File: config.mk
export PLATFORM = sky130hd
export DESIGN_NAME = hpc3_rand_gen
export DESIGN_NICKNAME = d
export VERILOG_FILES = /design/src/rtl/aes128_package.sv /design/src/rtl/hpc3_rand_gen_lane.sv /design/src/rtl/hpc3_rand_gen.sv
export SDC_FILE = /design/constraint.sdc
export NUM_CORES = 1
export LEC_CHECK = 0
export CORE_ASPECT_RATIO = 0.5
export CORE_MARGIN = 3
export CORE_UTILIZATION = 32
export CTS_BUF_LIST = sky130_fd_sc_hd__clkbuf_8
export DETAILED_ROUTE_END_ITERATION = 16
export PLACE_DENSITY = 0.53
export SYNTH_ARGS = -nofsm -noshare
export SYNTH_HDL_FRONTEND = slang
export SYNTH_HIERARCHICAL = 1
export SYNTH_SLANG_ARGS = --single-unit
File: constraint.sdc
create_clock -name in_clock -period 8.19 [get_ports in_clock]
set_input_delay 1.638 -clock in_clock [delete_from_list [all_inputs] [get_ports in_clock]]
set_output_delay 1.638 -clock in_clock [all_outputs]
set_load 0.05 [all_outputs]
File: src/rtl/aes128_package.sv
// rtl/aes128_package.sv - shared constants, types and helpers for the masked AES datapath
package aes128_package;

  typedef enum logic [1:0] {
    ST_LOAD   = 2'd0,
    ST_WARMUP = 2'd1,
    ST_RUN    = 2'd2
  } rand_state_e;

  localparam logic [31:0] LFSR_MASK      = 32'h80200003;
  localparam logic [31:0] ZERO_SEED_BASE = 32'hACE10000;

  function automatic int num_quad(input int n);
    return n * (n - 1) / 2;
  endfunction

  // Thirty-two single-bit Galois steps, so each lane update yields a fully fresh word.
  function automatic logic [31:0] lfsr_step32(input logic [31:0] s);
    logic [31:0] r;
    r = s;
    for (int i = 0; i < 32; i++) begin
      if (r[0]) r = (r >> 1) ^ LFSR_MASK;
      else      r = r >> 1;
    end
    return r;
  endfunction

endpackage

File: src/rtl/hpc3_rand_gen_lane.sv
// rtl/hpc3_rand_gen_lane.sv - one 32-bit Galois LFSR lane with load and step controls
// Only the low OUT_BITS of the state leave the lane; the rest stay internal as feedback.
module hpc3_lfsr_lane
  import aes128_package::*;
#(
  parameter int OUT_BITS = 32
) (
  input  logic                clk,
  input  logic                reset,
  input  logic                load,
  input  logic [31:0]         load_data,
  input  logic                step,
  output logic [OUT_BITS-1:0] out_state
);

  logic [31:0] state_q;
  logic [31:0] state_d;

  always_comb begin
    state_d = state_q;
    if (load)      state_d = load_data;
    else if (step) state_d = lfsr_step32(state_q);
  end

  always_ff @(posedge clk) begin
    if (reset) state_q <= '0;
    else       state_q <= state_d;
  end

  assign out_state = state_q[OUT_BITS-1:0];

endmodule

File: src/rtl/hpc3_rand_gen.sv
// rtl/hpc3_rand_gen.sv - seeded LFSR bank supplying in_r/in_p randomness to hpc3_mul gadgets
module hpc3_rand_gen
  import aes128_package::*;
#(
  parameter int NUM_SHARES    = 3,
  parameter int BIT_WIDTH     = 1,
  parameter int NUM_OUTPUTS   = 2,
  parameter int WARMUP_CYCLES = 16,
  localparam int NUM_QUADRATIC = num_quad(NUM_SHARES)
) (
  input  logic        in_clock,
  input  logic        in_reset,
  input  logic [31:0] in_seed,
  input  logic        in_seed_valid,
  output logic        out_seed_ready,
  input  logic        in_reseed,
  input  logic        in_enable,
  output logic [NUM_OUTPUTS-1:0][NUM_QUADRATIC-1:0][BIT_WIDTH-1:0] out_r,
  output logic [NUM_OUTPUTS-1:0][NUM_QUADRATIC-1:0][BIT_WIDTH-1:0] out_p,
  output logic        out_valid
);

  localparam int RAND_BITS = 2 * NUM_OUTPUTS * NUM_QUADRATIC * BIT_WIDTH;
  localparam int HALF_BITS = RAND_BITS / 2;
  localparam int N_LANES   = (RAND_BITS + 31) / 32;
  localparam int WCW       = (N_LANES > 1) ? $clog2(N_LANES) : 1;
  localparam int UCW       = $clog2(WARMUP_CYCLES + 1);

  rand_state_e    state_q, state_d;
  logic [WCW-1:0] word_cnt_q, word_cnt_d;
  logic [UCW-1:0] warm_cnt_q, warm_cnt_d;
  logic [N_LANES-1:0] lane_load;
  logic               lane_step;
  logic [RAND_BITS-1:0] pool;

  always_comb begin
    state_d    = state_q;
    word_cnt_d = word_cnt_q;
    warm_cnt_d = warm_cnt_q;
    lane_load  = '0;
    lane_step  = 1'b0;
    case (state_q)
      ST_LOAD: begin
        if (in_seed_valid) begin
          for (int i = 0; i < N_LANES; i++) lane_load[i] = (word_cnt_q == WCW'(i));
          if (word_cnt_q == WCW'(N_LANES - 1)) begin
            state_d    = ST_WARMUP;
            word_cnt_d = '0;
            warm_cnt_d = '0;
          end else begin
            word_cnt_d = word_cnt_q + WCW'(1);
          end
        end
      end
      ST_WARMUP: begin
        lane_step = 1'b1;
        if (warm_cnt_q == UCW'(WARMUP_CYCLES - 1)) begin
          state_d    = ST_RUN;
          warm_cnt_d = '0;
        end else begin
          warm_cnt_d = warm_cnt_q + UCW'(1);
        end
      end
      ST_RUN: begin
        // Reseed wins over enable so the lanes are not advanced on the way out.
        if (in_reseed) begin
          state_d    = ST_LOAD;
          word_cnt_d = '0;
        end else if (in_enable) begin
          lane_step = 1'b1;
        end
      end
      default: state_d = ST_LOAD;
    endcase
  end

  always_ff @(posedge in_clock) begin
    if (in_reset) begin
      state_q    <= ST_LOAD;
      word_cnt_q <= '0;
      warm_cnt_q <= '0;
    end else begin
      state_q    <= state_d;
      word_cnt_q <= word_cnt_d;
      warm_cnt_q <= warm_cnt_d;
    end
  end

  for (genvar g = 0; g < N_LANES; g++) begin : g_lane
    localparam int LANE_BITS = (RAND_BITS - g * 32 >= 32) ? 32 : RAND_BITS - g * 32;
    logic [31:0] seed_word;
    // An all-zero seed would lock the LFSR, so substitute a lane-unique constant.
    assign seed_word = (in_seed == 32'd0) ? (ZERO_SEED_BASE | 32'(g)) : in_seed;

    hpc3_lfsr_lane #(
      .OUT_BITS(LANE_BITS)
    ) u_lane (
      .clk      (in_clock),
      .reset    (in_reset),
      .load     (lane_load[g]),
      .load_data(seed_word),
      .step     (lane_step),
      .out_state(pool[g*32 +: LANE_BITS])
    );
  end

  assign out_valid      = (state_q == ST_RUN);
  assign out_seed_ready = (state_q == ST_LOAD);
  assign out_r          = out_valid ? pool[HALF_BITS-1:0]         : '0;
  assign out_p          = out_valid ? pool[RAND_BITS-1:HALF_BITS] : '0;

endmodule
After elaboration in Yosys (flattened, before gate mapping)
Cells that the tools add are included.
- register bits: 40
- bits of input ports: 37
- logic and storage cells: 171
- add/sub/neg operators: 2
- equality and inequality tests: 7
- muxes and demuxes: 117
- bitwise gates (word level): 33
- reduce and logical (&&, ||, !) cells: 8
- operator list (kind ; count):
    32-bit two-way mux ; 97
    3-bit inverter with 4-bit output ; 32
    32-bit zero test ; 1
    5-bit two-way mux ; 3
    6-bit two-way mux ; 2
    5-bit one-hot mux with 2 select lines ; 1
    2-bit two-way mux ; 4
    2-bit != test, second input constant ; 4
    1-bit two-way mux ; 7
    2-bit one-hot mux with 3 select lines ; 1
    3-bit AND reduction ; 2
    2-bit nonzero test ; 3
    5-bit by 1-bit adder with 5-bit output, second input constant ; 1
    5-bit by 4-bit equality test with 1-bit output, second input constant ; 1
    1-bit one-hot mux with 2 select lines ; 2
    4-bit AND reduction ; 1
    2-bit by 1-bit equality test with 1-bit output, second input constant ; 1
    2-bit equality test, second input constant ; 1
    2-bit zero test ; 1
    1-bit adder, second input constant ; 1
    1-bit inverter ; 1

Depth between registers and ports, before layout
Gate-level depths: netlist of the first run.
- depth in word-level cells: 129
- depth in mapped cells: 11
- mapped depth without buffers: 9

Cells and area by module
Netlist of the first run, hierarchy kept.
- by module, submodules not included (module ; instances ; cells each ; area each (µm²)):
    hpc3_lfsr_lane ; 1 ; 311 ; 2899.0
    hpc3_rand_gen ; 1 ; 103 ; 710.7

Worst setup path before layout of the first run
No wires, ideal clock.
- path type: register to output
- start: register, netlist name state_q[0]
- end: output out_p[0] in the netlist's numbering
- arrival: 1570 ps
- setup slack: 4982 ps
- cell stages (with the launch flop): 5
- cell sequence: dfxtp_1 > inv_1 > ha_1 > clkbuf_1 > and2_1
- RTL lines (item ; line ; text):
    end: declaration ; hpc3_rand_gen.sv:19 ; output logic [NUM_OUTPUTS-1:0][NUM_QUADRATIC-1:0][BIT_WIDTH-1:0] out_p,

==> results.json, run 1 <==
{
  "timing.rr.end": "g_lane[0].u_lane/state_q[0]$_SDFFE_PP0P_",
  "die_h_um": 81.1,
  "dp.final_hpwl_um": 7320,
  "wl_um": 9620,
  "via_per_inst": 4.90,
  "post_cts_buffers": 0,
  "whs_ps": 474,
  "maxSlewHeadroom_pct": 55.3,
  "ant_nets": 0,
  "hold_viol": 0,
  "layout_min_cycle_time_ps": 3840,
  "coreArea_sq_um": 10600,
  "cts.repair.resized": 0,
  "io-pin-count": 51,
  "cts_root_buffer": "clkbuf_8",
  "place_congestion": 0.818,
  "portBuffers": 50,
  "final_cell_mix": "xnor2_1, clkdlybuf4s50_1, dfxtp_1",
  "synth_cell_type_count": 51,
  "crit_start": "state_q[0]$_SDFFE_PP0P_",
  "netlist_instances": 414,
  "clk_latency_ps": 310,
  "hold_class": "register to register",
  "wire_per_inst_um": 17.3,
  "setup_violations": 0,
  "overflow": 0,
  "cp_max_fo": 14,
  "worst_pin_slew_ps": 670,
  "crit_required_ps": 6550,
  "hold_depth": 1,
  "synth_area_sq_um": 3610,
  "fin_setup_tns_ps": 0,
  "synth-seq-cells": 39,
  "vias": 2727,
  "h-tree-depth": 2,
  "drt_iter0_drc": 153,
  "synth_nets": 455,
  "holdCritStartpoint": "warm_cnt_q[4]$_SDFFE_PP0P_",
  "run_status": "finished clean",
  "start_kind": "register",
  "cts.sinks": 39,
  "arrival_ps": 2200,
  "dieArea_sq_um": 12700,
  "synth-async-reset-ratio_pct": 0,
  "endpoint_kind": "output port",
  "drt_pass1_iterations": 4,
  "clk_pin_slew_ps": 80,
  "fmax_mhz": 261,
  "drive_gt1_share_pct": 5.77,
  "fp-row-count": 26,
  "start_util_pct": 34.0,
  "yosys_warnings": 6,
  "drc": 0,
  "fillCellCount": 1066,
  "period_share_pct": 46.9,
  "clockBufferDepth": 2,
  "slew_viol_final": 0,
  "dp.cells": 548,
  "r2r-start": "g_lane[0].u_lane/state_q[7]$_SDFFE_PP0P_",
  "antenna_found_initial": 0,
  "track_usage_pct": 15.7,
  "cts_tree": "built",
  "nNetsFinal": 456,
  "holdBufCountCts": 0,
  "synth_ff_type": "dfxtp_1",
  "crit_end": "out_r[4]",
  "path_class": "register to output port",
  "grt_pass1_vias": 2654,
  "grt_max_degree": 41,
  "grt_pass1_wl_um": 15300,
  "r2r_setup_slack_ps": 4930,
  "fin_skew_ps": 9.71,
  "rsz0062_at_grt": "no",
  "stdcell_count": 556,
  "seq_area_frac_synth_pct": 21.6,
  "antenna_cells": 0,
  "synth-edff-count": 0,
  "die-width_um": 156,
  "postSynthAreaPerCell_sq_um": 8.72,
  "r2r_cells": 7,
  "cts_made_buffers": 5,
  "syn2layout_area_growth_pct": 14.5,
  "drv_cap": 0,
  "final_common_cell": "xnor2_1"
}
-- state kept, by name, summed over array words and instances, names as in the netlist --
register,count
warm_cnt_q,5
state_q,2
g_lane.u_lane/state_q,32
-- worst max-delay path: stages, from the launching register on --
cell,delay (ps)
dfxtp_1,330
inv_1,80
ha_1,470
and2_1,210
clkdlybuf4s50_1,800
-- cells in the mapped netlist, types with 5 or more instances --
| cell type | instances | area, sq um |
|---|---|---|
| buf_4 | 12 | 90.1 |
| nor4_1 | 8 | 50.1 |
| a211oi_1 | 17 | 128 |
| o21bai_1 | 10 | 75.1 |
| nor2_1 | 34 | 128 |
| mux2i_1 | 7 | 70.1 |
| buf_2 | 7 | 35.0 |
| xor2_1 | 19 | 166 |
| a21oi_1 | 19 | 95.1 |
| clkbuf_1 | 37 | 139 |
| and3_1 | 5 | 31.3 |
| xnor3_1 | 15 | 338 |
| o22ai_1 | 5 | 31.3 |
| inv_1 | 9 | 33.8 |
| xnor2_1 | 78 | 683 |
| dfxtp_1 | 39 | 781 |
| and2_1 | 13 | 81.3 |
| nand2_1 | 20 | 75.1 |
-- per-stage QoR --
stage / util (%) / setup WS [ps] / area [sq um]
global route: 39.0 / 4150 / 4130
CTS: 39.0 / 4290 / 4130
finish: 39.0 / 4350 / 4130
detailed placement: 38.0 / 4130 / 4030
floorplan: - / 4980 / 3610
global placement: 38.0 / 4140 / 4030
-- layout make-up --
type                       count  area [sq um]  share of cell area, %
multi-input combinational    306          2510                   60.8
timing repair buffer          54           531                   12.8
sequential                    39           781                   18.9
clock inverter                 1          3.75                 0.0909
inverter                       9          33.8                  0.818
clock buffer                   7          96.3                   2.33
tap                          140           175                   4.24
-- layer usage --
metal / routed length (um) / global-route usage (%) / part of all wire [%] / vias up
met5: 0 / 0 / 0 / -
met4: 50 / 2.62 / 0.52 / 0
met3: 436 / 3.14 / 4.5 / 5
met2: 3610 / 21.9 / 37 / 62
met1: 5530 / 24.8 / 57 / 1286
li1: - / - / - / 1374
-- how the worst min path moves through the flow --
stage / to / slack (ps)
after floorplan: warm_cnt_q[1]$_SDFFE_PP0P_ / 440
after CTS: warm_cnt_q[4]$_SDFFE_PP0P_ / 480
after global placement: warm_cnt_q[4]$_SDFFE_PP0P_ / 460
after detailed placement: warm_cnt_q[4]$_SDFFE_PP0P_ / 460
after global routing: warm_cnt_q[4]$_SDFFE_PP0P_ / 490
final: warm_cnt_q[4]$_SDFFE_PP0P_ / 470
-- kinds of logic (layout without fill, tap and decap cells) --
family          count (synthesis)  after routing  synth area share [%]
flops                          39             39                  21.6
compound gates                 67             67                  13.1
buf+inv                        69             71                  8.87
simple gates                  109            109                  15.4
mux                             7              7                  1.94
fa+ha+maj                       4              4                  1.39
xor+xnor                      119            119                  37.6
Power of run 1 is not shown: default switching activity piles up to over one toggle a cycle in this logic, so the estimate is an artifact.
==> inputs of run 2 (changes only) <==
==> constraint.sdc (replaced) <==
create_clock -name in_clock -period 3.75 [get_ports in_clock]
set_input_delay 0.75 -clock in_clock [delete_from_list [all_inputs] [get_ports in_clock]]
set_output_delay 0.75 -clock in_clock [all_outputs]
set_load 0.05 [all_outputs]
==> run 2 against run 1 <==
First-iteration DRC count increased by 26%. Critical endpoint is now g_lane[0].u_lane/state_q[14]$_SDFFE_PP0P_. Highest routed layer unchanged. Clock-buffer cell count decreased by 2. Clock skew decreased by 5.0 ps. Worst setup slack got worse by 3700 ps. Routed wire length increased by 2.8%. Register-to-register slack got worse by 4300 ps. Global-route usage increased by 0.53 points.
==> results.json, run 2 (synthesized netlist as in run 1, its figures left out) <==
{
  "wire_per_inst_um": 17.8,
  "start_kind": "register",
  "path_class": "register to register",
  "wl_um": 9900,
  "syn2layout_area_growth_pct": 14.7,
  "dieArea_sq_um": 12700,
  "drt_iter0_drc": 193,
  "drive_gt1_share_pct": 6.00,
  "drv_cap": 0,
  "via_per_inst": 4.86,
  "top_regs": "g_lane.u_lane/state_q (32), warm_cnt_q (5), state_q (2)",
  "drt-met1-wl_um": 5380,
  "fp-row-count": 26,
  "fin_setup_tns_ps": 0,
  "cts_made_buffers": 5,
  "slew_viol_final": 0,
  "clockBufferDepth": 2,
  "clk_latency_ps": 300,
  "hold_class": "register to register",
  "drc": 0,
  "period_share_pct": 82.1,
  "die-width_um": 156,
  "antenna_cells": 0,
  "largest-register": "g_lane.u_lane/state_q",
  "post_cts_buffers": 0,
  "place_congestion": 0.857,
  "portBuffers": 50,
  "h-tree-depth": 2,
  "fin_skew_ps": 4.68,
  "grt_pass1_wl_um": 15600,
  "layout_min_cycle_time_ps": 3080,
  "dp.final_hpwl_um": 7740,
  "endpoint_kind": "register",
  "final_common_cell": "xnor2_1",
  "track_usage_pct": 16.3,
  "cts.sinks": 39,
  "cts_root_buffer": "clkbuf_8",
  "die_h_um": 81.1,
  "drt_pass1_iterations": 4,
  "cts.repair.resized": 0,
  "multiInputGateArea_sq_um": 2510,
  "ff_latch_area_sq_um": 781,
  "final_cell_mix": "xnor2_1, clkdlybuf4s50_1, dfxtp_1",
  "maxSlewHeadroom_pct": 54.4,
  "coreArea_sq_um": 10600,
  "clk_pin_slew_ps": 80,
  "overflow": 0,
  "setup_violations": 0,
  "io-pin-count": 51,
  "worst_pin_slew_ps": 680,
  "grt_max_degree": 33,
  "fillCellCount": 1097,
  "dr_wl_met3_um": 732,
  "cts_tree": "built",
  "run_status": "finished clean",
  "cp_max_fo": 8,
  "arrival_ps": 3300,
  "crit_required_ps": 3970,
  "holdBufCountCts": 0,
  "nNetsFinal": 459,
  "vias": 2708,
  "grt_pass1_vias": 2694,
  "ant_nets": 0,
  "antenna_found_initial": 0,
  "largest_register_ffs": 32,
  "hold_viol": 0,
  "route.met2.wl_um": 3700,
  "rsz0062_at_grt": "no",
  "fmax_mhz": 325,
  "highest_layer": "met4",
  "start_util_pct": 34.0
}
==> run 2: worst max-delay path, stage by stage (launching register included) <==
cell	delay, ps
dfxtp_1	550
xnor3_1	520
xnor3_1	450
xnor3_1	530
xor2_1	380
mux2i_1	260
xnor2_1	90
a211oi_1	220
==> run 2: worst paths after layout <==
path / startpoint / end / slack (ps) / cells past startpoint
worst min-delay path: warm_cnt_q[4]$_SDFFE_PP0P_ / warm_cnt_q[4]$_SDFFE_PP0P_ / 470 / 1
worst max-delay path: g_lane[0].u_lane/state_q[8]$_SDFFE_PP0P_ / g_lane[0].u_lane/state_q[14]$_SDFFE_PP0P_ / 670 / 7
worst min register to register: warm_cnt_q[4]$_SDFFE_PP0P_ / warm_cnt_q[4]$_SDFFE_PP0P_ / 470 / 1
worst max register to register: g_lane[0].u_lane/state_q[8]$_SDFFE_PP0P_ / g_lane[0].u_lane/state_q[14]$_SDFFE_PP0P_ / 670 / 7
==> run 2: metrics by stage <==
step | hold slack (ps) | util, % | cells | cell area (sq um) | worst slack, ps
finish | 472 | 39.0 | 557 | 4140 | 672
global route | 486 | 39.0 | 557 | 4140 | 455
CTS | 473 | 39.0 | 557 | 4140 | 669
detailed placement | 462 | 38.3 | 551 | 4070 | 662
global placement | 464 | 38.3 | 551 | 4070 | 779
floorplan | 443 | - | 414 | 3610 | 924
==> run 2: layout make-up <==
cell class / instances / area share [%]
clock buffer: 5 / 1.66
multi-input combinational: 306 / 60.7
sequential: 39 / 18.9
timing repair buffer: 57 / 13.7
clock inverter: 1 / 0.0907
tap: 140 / 4.23
inverter: 9 / 0.816
==> run 2: layer usage <==
| layer | GRT usage, % | up-vias |
|---|---|---|
| met2 | 21.6 | 72 |
| met3 | 2.98 | 4 |
| met4 | 2.79 | 0 |
| met5 | 0 | - |
| met1 | 26.5 | 1256 |
| li1 | - | 1376 |
Power of run 2 is left out for the same reason.
